===== src/rtl/alu_result_writeback_if.sv =====
// ---------------------------------------------------------------------------
// alu_result_writeback_if
//   Handshake and data bundle between the ALU, the writeback stage and the
//   register-file write port.
//
//   Parameters: L (datapath / flag width), P (opcode MSB).
//   Producer side : InValid, InReady, InOperation, InR, InFlags
//   Flags side    : FlagsReg (architectural flags), FlagsClear
//   Consumer side : OutValid, OutReady, OutOperation, OutR, OutFlags
//   Statistics    : RetiredCount
//   With ALU_WB_DIVZERO_TRAP_EN defined: Trap, TrapAck are added.
//
//   modport slave  : the writeback stage
//   modport master : the environment driving/consuming the stage
// ---------------------------------------------------------------------------
interface alu_result_writeback_if #(
  parameter int L = 16,
  parameter int P = 0
);
  logic         InValid;
  logic         InReady;
  logic [P:0]   InOperation;
  logic [L-1:0] InR;
  logic [L-1:0] InFlags;
  logic [L-1:0] FlagsReg;
  logic         FlagsClear;
  logic         OutValid;
  logic         OutReady;
  logic [P:0]   OutOperation;
  logic [L-1:0] OutR;
  logic [L-1:0] OutFlags;
  logic [L-1:0] RetiredCount;
`ifdef ALU_WB_DIVZERO_TRAP_EN
  logic         Trap;
  logic         TrapAck;
`endif

  modport slave (
    input  InValid, InOperation, InR, InFlags, FlagsClear, OutReady,
    output InReady, FlagsReg, OutValid, OutOperation, OutR, OutFlags,
           RetiredCount
`ifdef ALU_WB_DIVZERO_TRAP_EN
    , input TrapAck
    , output Trap
`endif
  );

  modport master (
    output InValid, InOperation, InR, InFlags, FlagsClear, OutReady,
    input  InReady, FlagsReg, OutValid, OutOperation, OutR, OutFlags,
           RetiredCount
`ifdef ALU_WB_DIVZERO_TRAP_EN
    , output TrapAck
    , input Trap
`endif
  );
endinterface


===== src/rtl/alu_result_writeback.sv =====
// ---------------------------------------------------------------------------
// alu_result_writeback
//   Writeback stage behind the combinational ALU. Each accepted ALU result
//   (opcode, result, flag vector) is queued in a 2-entry skid buffer and
//   presented to the register-file write port one cycle later. The stage also
//   owns the architectural flags register that feeds the ALU FlagsIn.
//
//   Ports:
//     Clk     : clock, rising edge
//     ResetN  : asynchronous active-low reset, discards queued entries
//     wb      : alu_result_writeback_if.slave (see interface header)
//
//   Every output is driven straight from a flop; next-state values are built
//   in one combinational block and loaded together.
//
//   Optional feature macro: ALU_WB_DIVZERO_TRAP_EN
//     Defined  : Trap/TrapAck are present. Accepting an entry whose
//                DivByZero flag is set raises Trap, which blocks further
//                input until acknowledged; the queue keeps draining.
//     Undefined: DivByZero is only recorded in the flags.
// ---------------------------------------------------------------------------
module alu_result_writeback #(
  parameter int L          = 16,
  parameter int P          = 0,
  parameter int FLAG_COUNT = 4
) (
  input logic                  Clk,
  input logic                  ResetN,
  alu_result_writeback_if.slave wb
);

  // Entry layout: {opcode, result, flags}
  localparam int EW = P + 1 + 2 * L;
  localparam logic [L-1:0] LOW_FLAGS_MASK =
    {{(L - FLAG_COUNT){1'b0}}, {FLAG_COUNT{1'b1}}};
`ifdef ALU_WB_DIVZERO_TRAP_EN
  localparam int DIV_ZERO_BIT = 2;
`endif

  logic [EW-1:0] mem_r      [2];
  logic [EW-1:0] mem_next_s [2];
  logic          wr_ptr_r;
  logic          rd_ptr_r;
  logic          wr_ptr_next_s;
  logic          rd_ptr_next_s;
  logic [1:0]    count_r;
  logic [1:0]    count_next_s;
  logic          push_s;
  logic          pop_s;
  logic [L-1:0]  flags_r;
  logic [L-1:0]  flags_next_s;
  logic [L-1:0]  retired_r;
  logic [L-1:0]  retired_next_s;
  logic          in_ready_r;
  logic          in_ready_next_s;
  logic          out_valid_r;
  logic [EW-1:0] head_r;
  logic [EW-1:0] head_next_s;
  logic          trap_next_s;
`ifdef ALU_WB_DIVZERO_TRAP_EN
  logic          trap_r;
`endif

  // Handshake qualification; only registered ready/valid are used, so there
  // is no combinational path from OutReady to InReady.
  always_comb begin
    push_s = wb.InValid & in_ready_r;
    pop_s  = out_valid_r & wb.OutReady;
  end

  // Next-state computation for queue, flags, statistics and trap.
  always_comb begin
    mem_next_s = mem_r;
    if (push_s) begin
      mem_next_s[wr_ptr_r] = {wb.InOperation, wb.InR, wb.InFlags};
    end else begin
      mem_next_s = mem_r;
    end

    wr_ptr_next_s = push_s ? ~wr_ptr_r : wr_ptr_r;
    rd_ptr_next_s = pop_s  ? ~rd_ptr_r : rd_ptr_r;

    case ({push_s, pop_s})
      2'b10:   count_next_s = count_r + 2'd1;
      2'b01:   count_next_s = count_r - 2'd1;
      default: count_next_s = count_r;
    endcase

    // The head register already looks at post-update storage so a freshly
    // pushed entry into an empty (or draining) queue appears next cycle.
    head_next_s = mem_next_s[rd_ptr_next_s];

    // The queued entry keeps raw InFlags; only the architectural copy is
    // subject to FlagsClear.
    if (push_s) begin
      flags_next_s = wb.FlagsClear ? (wb.InFlags & ~LOW_FLAGS_MASK) : wb.InFlags;
    end else if (wb.FlagsClear) begin
      flags_next_s = flags_r & ~LOW_FLAGS_MASK;
    end else begin
      flags_next_s = flags_r;
    end

    retired_next_s = pop_s ? (retired_r + {{(L-1){1'b0}}, 1'b1}) : retired_r;

`ifdef ALU_WB_DIVZERO_TRAP_EN
    if (push_s && wb.InFlags[DIV_ZERO_BIT]) begin
      trap_next_s = 1'b1;
    end else if (trap_r && wb.TrapAck) begin
      trap_next_s = 1'b0;
    end else begin
      trap_next_s = trap_r;
    end
`else
    trap_next_s = 1'b0;
`endif

    in_ready_next_s = (count_next_s != 2'd2) && !trap_next_s;
  end

  // State and output registers.
  always_ff @(posedge Clk or negedge ResetN) begin
    if (!ResetN) begin
      mem_r[0]    <= {EW{1'b0}};
      mem_r[1]    <= {EW{1'b0}};
      wr_ptr_r    <= 1'b0;
      rd_ptr_r    <= 1'b0;
      count_r     <= 2'd0;
      flags_r     <= {L{1'b0}};
      retired_r   <= {L{1'b0}};
      in_ready_r  <= 1'b1;
      out_valid_r <= 1'b0;
      head_r      <= {EW{1'b0}};
`ifdef ALU_WB_DIVZERO_TRAP_EN
      trap_r      <= 1'b0;
`endif
    end else begin
      mem_r[0]    <= mem_next_s[0];
      mem_r[1]    <= mem_next_s[1];
      wr_ptr_r    <= wr_ptr_next_s;
      rd_ptr_r    <= rd_ptr_next_s;
      count_r     <= count_next_s;
      flags_r     <= flags_next_s;
      retired_r   <= retired_next_s;
      in_ready_r  <= in_ready_next_s;
      out_valid_r <= (count_next_s != 2'd0);
      head_r      <= head_next_s;
`ifdef ALU_WB_DIVZERO_TRAP_EN
      trap_r      <= trap_next_s;
`endif
    end
  end

  assign wb.InReady      = in_ready_r;
  assign wb.OutValid     = out_valid_r;
  assign wb.OutOperation = head_r[EW-1 -: P+1];
  assign wb.OutR         = head_r[2*L-1 -: L];
  assign wb.OutFlags     = head_r[L-1:0];
  assign wb.FlagsReg     = flags_r;
  assign wb.RetiredCount = retired_r;
`ifdef ALU_WB_DIVZERO_TRAP_EN
  assign wb.Trap         = trap_r;
`endif

endmodule


===== src/flat_wrapper.sv =====
// flat-port wrapper written by rule: the top's interface ports become plain ports
module alu_result_writeback_flat 
#(
  parameter int L          = 16,
  parameter int P          = 0,
  parameter int FLAG_COUNT = 4
)
  (Clk, ResetN, wb_InValid, wb_InOperation, wb_InR, wb_InFlags, wb_FlagsClear, wb_OutReady, wb_InReady, wb_FlagsReg, wb_OutValid, wb_OutOperation, wb_OutR, wb_OutFlags, wb_RetiredCount);
  alu_result_writeback_if #(.L(L), .P(P)) wb_i ();
  input logic Clk;
  input logic ResetN;
  input wire logic [$bits(wb_i.InValid)-1:0] wb_InValid;
  input wire logic [$bits(wb_i.InOperation)-1:0] wb_InOperation;
  input wire logic [$bits(wb_i.InR)-1:0] wb_InR;
  input wire logic [$bits(wb_i.InFlags)-1:0] wb_InFlags;
  input wire logic [$bits(wb_i.FlagsClear)-1:0] wb_FlagsClear;
  input wire logic [$bits(wb_i.OutReady)-1:0] wb_OutReady;
  output wire logic [$bits(wb_i.InReady)-1:0] wb_InReady;
  output wire logic [$bits(wb_i.FlagsReg)-1:0] wb_FlagsReg;
  output wire logic [$bits(wb_i.OutValid)-1:0] wb_OutValid;
  output wire logic [$bits(wb_i.OutOperation)-1:0] wb_OutOperation;
  output wire logic [$bits(wb_i.OutR)-1:0] wb_OutR;
  output wire logic [$bits(wb_i.OutFlags)-1:0] wb_OutFlags;
  output wire logic [$bits(wb_i.RetiredCount)-1:0] wb_RetiredCount;
  assign wb_i.InValid = wb_InValid;
  assign wb_i.InOperation = wb_InOperation;
  assign wb_i.InR = wb_InR;
  assign wb_i.InFlags = wb_InFlags;
  assign wb_i.FlagsClear = wb_FlagsClear;
  assign wb_i.OutReady = wb_OutReady;
  assign wb_InReady = wb_i.InReady;
  assign wb_FlagsReg = wb_i.FlagsReg;
  assign wb_OutValid = wb_i.OutValid;
  assign wb_OutOperation = wb_i.OutOperation;
  assign wb_OutR = wb_i.OutR;
  assign wb_OutFlags = wb_i.OutFlags;
  assign wb_RetiredCount = wb_i.RetiredCount;
  alu_result_writeback #(.L(L), .P(P), .FLAG_COUNT(FLAG_COUNT)) u_core (.Clk(Clk), .ResetN(ResetN), .wb(wb_i));
endmodule

===== config.mk =====
export PLATFORM = sky130hd
export DESIGN_NAME = alu_result_writeback_flat
export DESIGN_NICKNAME = d
export VERILOG_FILES = /design/src/rtl/alu_result_writeback_if.sv /design/src/rtl/alu_result_writeback.sv /design/src/flat_wrapper.sv
export SDC_FILE = /design/constraint.sdc
export NUM_CORES = 1
export LEC_CHECK = 0
export BUFFER_PORTS_ARGS = -buffer_cell sky130_fd_sc_hd__buf_4
export CORE_ASPECT_RATIO = 1.75
export CORE_MARGIN = 3
export CORE_UTILIZATION = 40
export CTS_BUF_LIST = sky130_fd_sc_hd__clkbuf_16
export DETAILED_ROUTE_END_ITERATION = 10
export PLACE_DENSITY = 0.72
export SETUP_SLACK_MARGIN = 0.2
export SLEW_MARGIN = 20
export SYNTH_ARGS = -nofsm -noshare
export SYNTH_HDL_FRONTEND = slang
export SYNTH_SLANG_ARGS = --single-unit

===== constraint.sdc =====
create_clock -name Clk -period 2.1 [get_ports Clk]
set_clock_uncertainty 0.2 [all_clocks]
set_input_delay 0.105 -clock Clk [delete_from_list [all_inputs] [get_ports Clk]]
set_output_delay 0.105 -clock Clk [all_outputs]
set_load 0.005 [all_outputs]

==> results_dict.tcl <==
set metrics [dict create \
    syn_to_final_growth_pct 35.7 \
    hp-class "input port to async pin" \
    die_y_um 173 \
    numCtsBuffers 17 \
    fmax_mhz 539 \
    synthesis.nets 652 \
    ys.warnings.count 0 \
    cpLargestDelayFamily "flip-flops" \
    fp-row-count 60 \
    dp_hpwl_mm 11.5 \
    grt_max_degree 65 \
    drt-wirelength-per-cell_um 19.0 \
    vias 5450 \
    clock_latency_ns 0.41 \
    netlist_area_um2 6350 \
    tightest_slew_ns 0.592 \
    power.total_mw 13.4 \
    cp_data_arrival_time_ns 1.93 \
    status "completed" \
    initial_core_util_pct 41.1 \
    crit_buf_inv 2 \
    critPathMaxFanout 17 \
    drt_first_pass_iters 5 \
    antenna_found_initial 0 \
    power_density_nw_per_um2 1550 \
    async_flop_share_pct 100 \
    end_kind "flop" \
    critPathKind "flop to flop" \
    grt_overflow 0 \
    rr_worst_depth 6 \
    crit_chain "buf_4, buf_12, nand3_2, nand2_1, nor2_1, a311o_1" \
    irDropWorstVdd_v 0.000768 \
    clkTransAtPathRegs_ns 0.06 \
    die-area_um2 17500 \
    setup_violations 0 \
    drive_gt1_share_pct 29.2 \
    grt_pass1_vias 5686 \
    fillCellCount 1297 \
    layout.nets 797 \
    synth_edf_count 0 \
    drv_cap 0 \
    synth-seq-cells 137 \
    fin_crit_ns 1.86 \
    synth_common_cells "dfrtp_1 (136), nand2_1 (41), nand3_1 (41)" \
    hold_viol_final 0 \
    synth_top_area_share_pct 53.6 \
    vias_per_cell 5.70 \
    synth.distinct_cells 32 \
    avgSynthCellArea_um2 10.4 \
    total_leakage_power_nw 3.91 \
    dieWidth_um 101 \
    grtUsageTotal_pct 20.4 \
    drc_errors 0 \
    root_buffer "clkbuf_16" \
    n_antenna_cell 0 \
    period_share_pct 88.4 \
    routed_wl_mm 18.1 \
    ys_seq_area_share_pct 54.0 \
    synth_area_leader_cell "dfrtp_1" \
    cp_slowest_stage_delay_ns 0.53 \
    postLayoutCoreUtil_pct 55.8 \
    critical_path_depth 6 \
    place_congestion 0.851 \
    pin_count 105 \
    critPathSlowestCell "dfstp_2" \
    syn_inst 612 \
    core_um2 15500 \
    yosys_most_used_dff "dfrtp_1" \
    worst_ep_required_time_ns 2.18 \
    drtIter0Drc 386 \
    drv_slew 0 \
    clk_path_buf_depth 2 \
    cts_tree "built" \
    htreeDepth 4 \
    io_buffers 104 \
    clock_sinks 137 \
    yosys-top-cells-area "dfrtp_1 (54%), mux2_2 (6.4%), mux2_1 (5.1%)" \
    grt_pass1_wl_mm 28.3 \
    relSlewSlack_pct 60.5 \
    crit_path_start_kind "flop" \
    yosys.cell_count.top_type "dfrtp_1" \
    rsz0062_at_grt "true" \
    ant_nets 0 \
]
-- repair_timing --
item,in CTS,in global routing
pin swaps,1,3
gates resized for setup,4,15
hold buffers,38,0
cloned,0,2
setup buffers,1,6
endpoints found under the hold margin,252,0
endpoints found under the setup margin,9,48
-- state kept, by name (all words and copies together), names as in the netlist, 2 cells and up --
register and count:
u_core.wb.FlagsReg 16, u_core.count_r 2, u_core.wb.RetiredCount 16, u_core.mem_r 66, u_core.head_r 33
-- report_power, final --
part	leakage (nW)	internal [mW]	switching, mW
logic	1.94	2.64	2.68
registers	1.64	3.87	0.755
clock network	0.331	2.33	1.12
-- cells in the final DEF (no fill, tap or decap), types with 4 or more instances in the layout --
| master | n |
|---|---|
| mux2_1 | 29 |
| and3_1 | 34 |
| bufinv_16 | 7 |
| nor2_1 | 36 |
| xor2_1 | 5 |
| a21oi_1 | 36 |
| nand3_1 | 40 |
| nor3_1 | 34 |
| xnor2_1 | 12 |
| clkinv_2 | 4 |
| buf_12 | 5 |
| nand2_1 | 41 |
| o31ai_1 | 32 |
| o21ai_1 | 35 |
| o21ai_0 | 30 |
| dfrtp_1 | 136 |
| dlygate4sd3_1 | 37 |
| buf_4 | 132 |
| mux2_2 | 36 |
| clkbuf_16 | 18 |
-- area by class of cell --
type	count	area, um2	area share (%)
timing repair buffer	178	1520	17.7
sequential	137	3430	39.8
inverter	3	31.3	0.363
tap	186	233	2.70
multi-input combinational	419	2720	31.5
clock buffer	17	425	4.93
clock inverter	15	254	2.95
timing repair inverter	1	8.76	0.102
-- cells by family after synthesis --
family / Yosys count / share of synthesized area (%)
compound gates: 135 / 12.1
xor+xnor: 20 / 2.76
fa+ha+maj: 2 / 0.394
buf+inv: 56 / 4.25
flops: 137 / 54.0
mux: 65 / 11.5
simple gates: 197 / 15.0
-- stage by stage --
stage | std cells | cell area, um2 | hold slack [ns] | setup TNS [ns] | setup WS [ns]
2_1_floorplan | 612 | 6400 | -0.391 | -0.00587 | -0.00587
3_3_place_gp | 878 | 7410 | -0.0945 | 0 | 0.215
3_5_place_dp | 878 | 7410 | -0.0868 | 0 | 0.189
4_1_cts | 949 | 8490 | 0.0477 | 0 | 0.214
5_1_grt | 956 | 8620 | 0.0988 | 0 | 0.182
6_report | 956 | 8620 | 0.0276 | 0 | 0.243
-- layer usage --
layer | up-vias | share of wire (%) | track usage, %
li1 | 2463 | - | -
met1 | 2699 | 35 | 22.1
met2 | 231 | 54 | 36.2
met3 | 57 | 5.6 | 3.43
met4 | 0 | 4.7 | 12.1
met5 | - | 0 | 0
-- path summary, 6_finish.rpt --
path                                       startpoint                    endpoint  slack (ns)
min reg2reg                u_core.wb.RetiredCount[15]  u_core.wb.RetiredCount[15]        0.27
max in group asynchronous                      ResetN            u_core.mem_r[42]        0.96
max reg2reg                         u_core.wb.InReady           u_core.head_r[31]        0.24
min in group Clk                        wb_FlagsClear       u_core.wb.FlagsReg[1]        0.22
min                                            ResetN             u_core.mem_r[7]        0.03
max                                 u_core.wb.InReady           u_core.head_r[31]        0.24
Power figures use the tool's default switching activity.
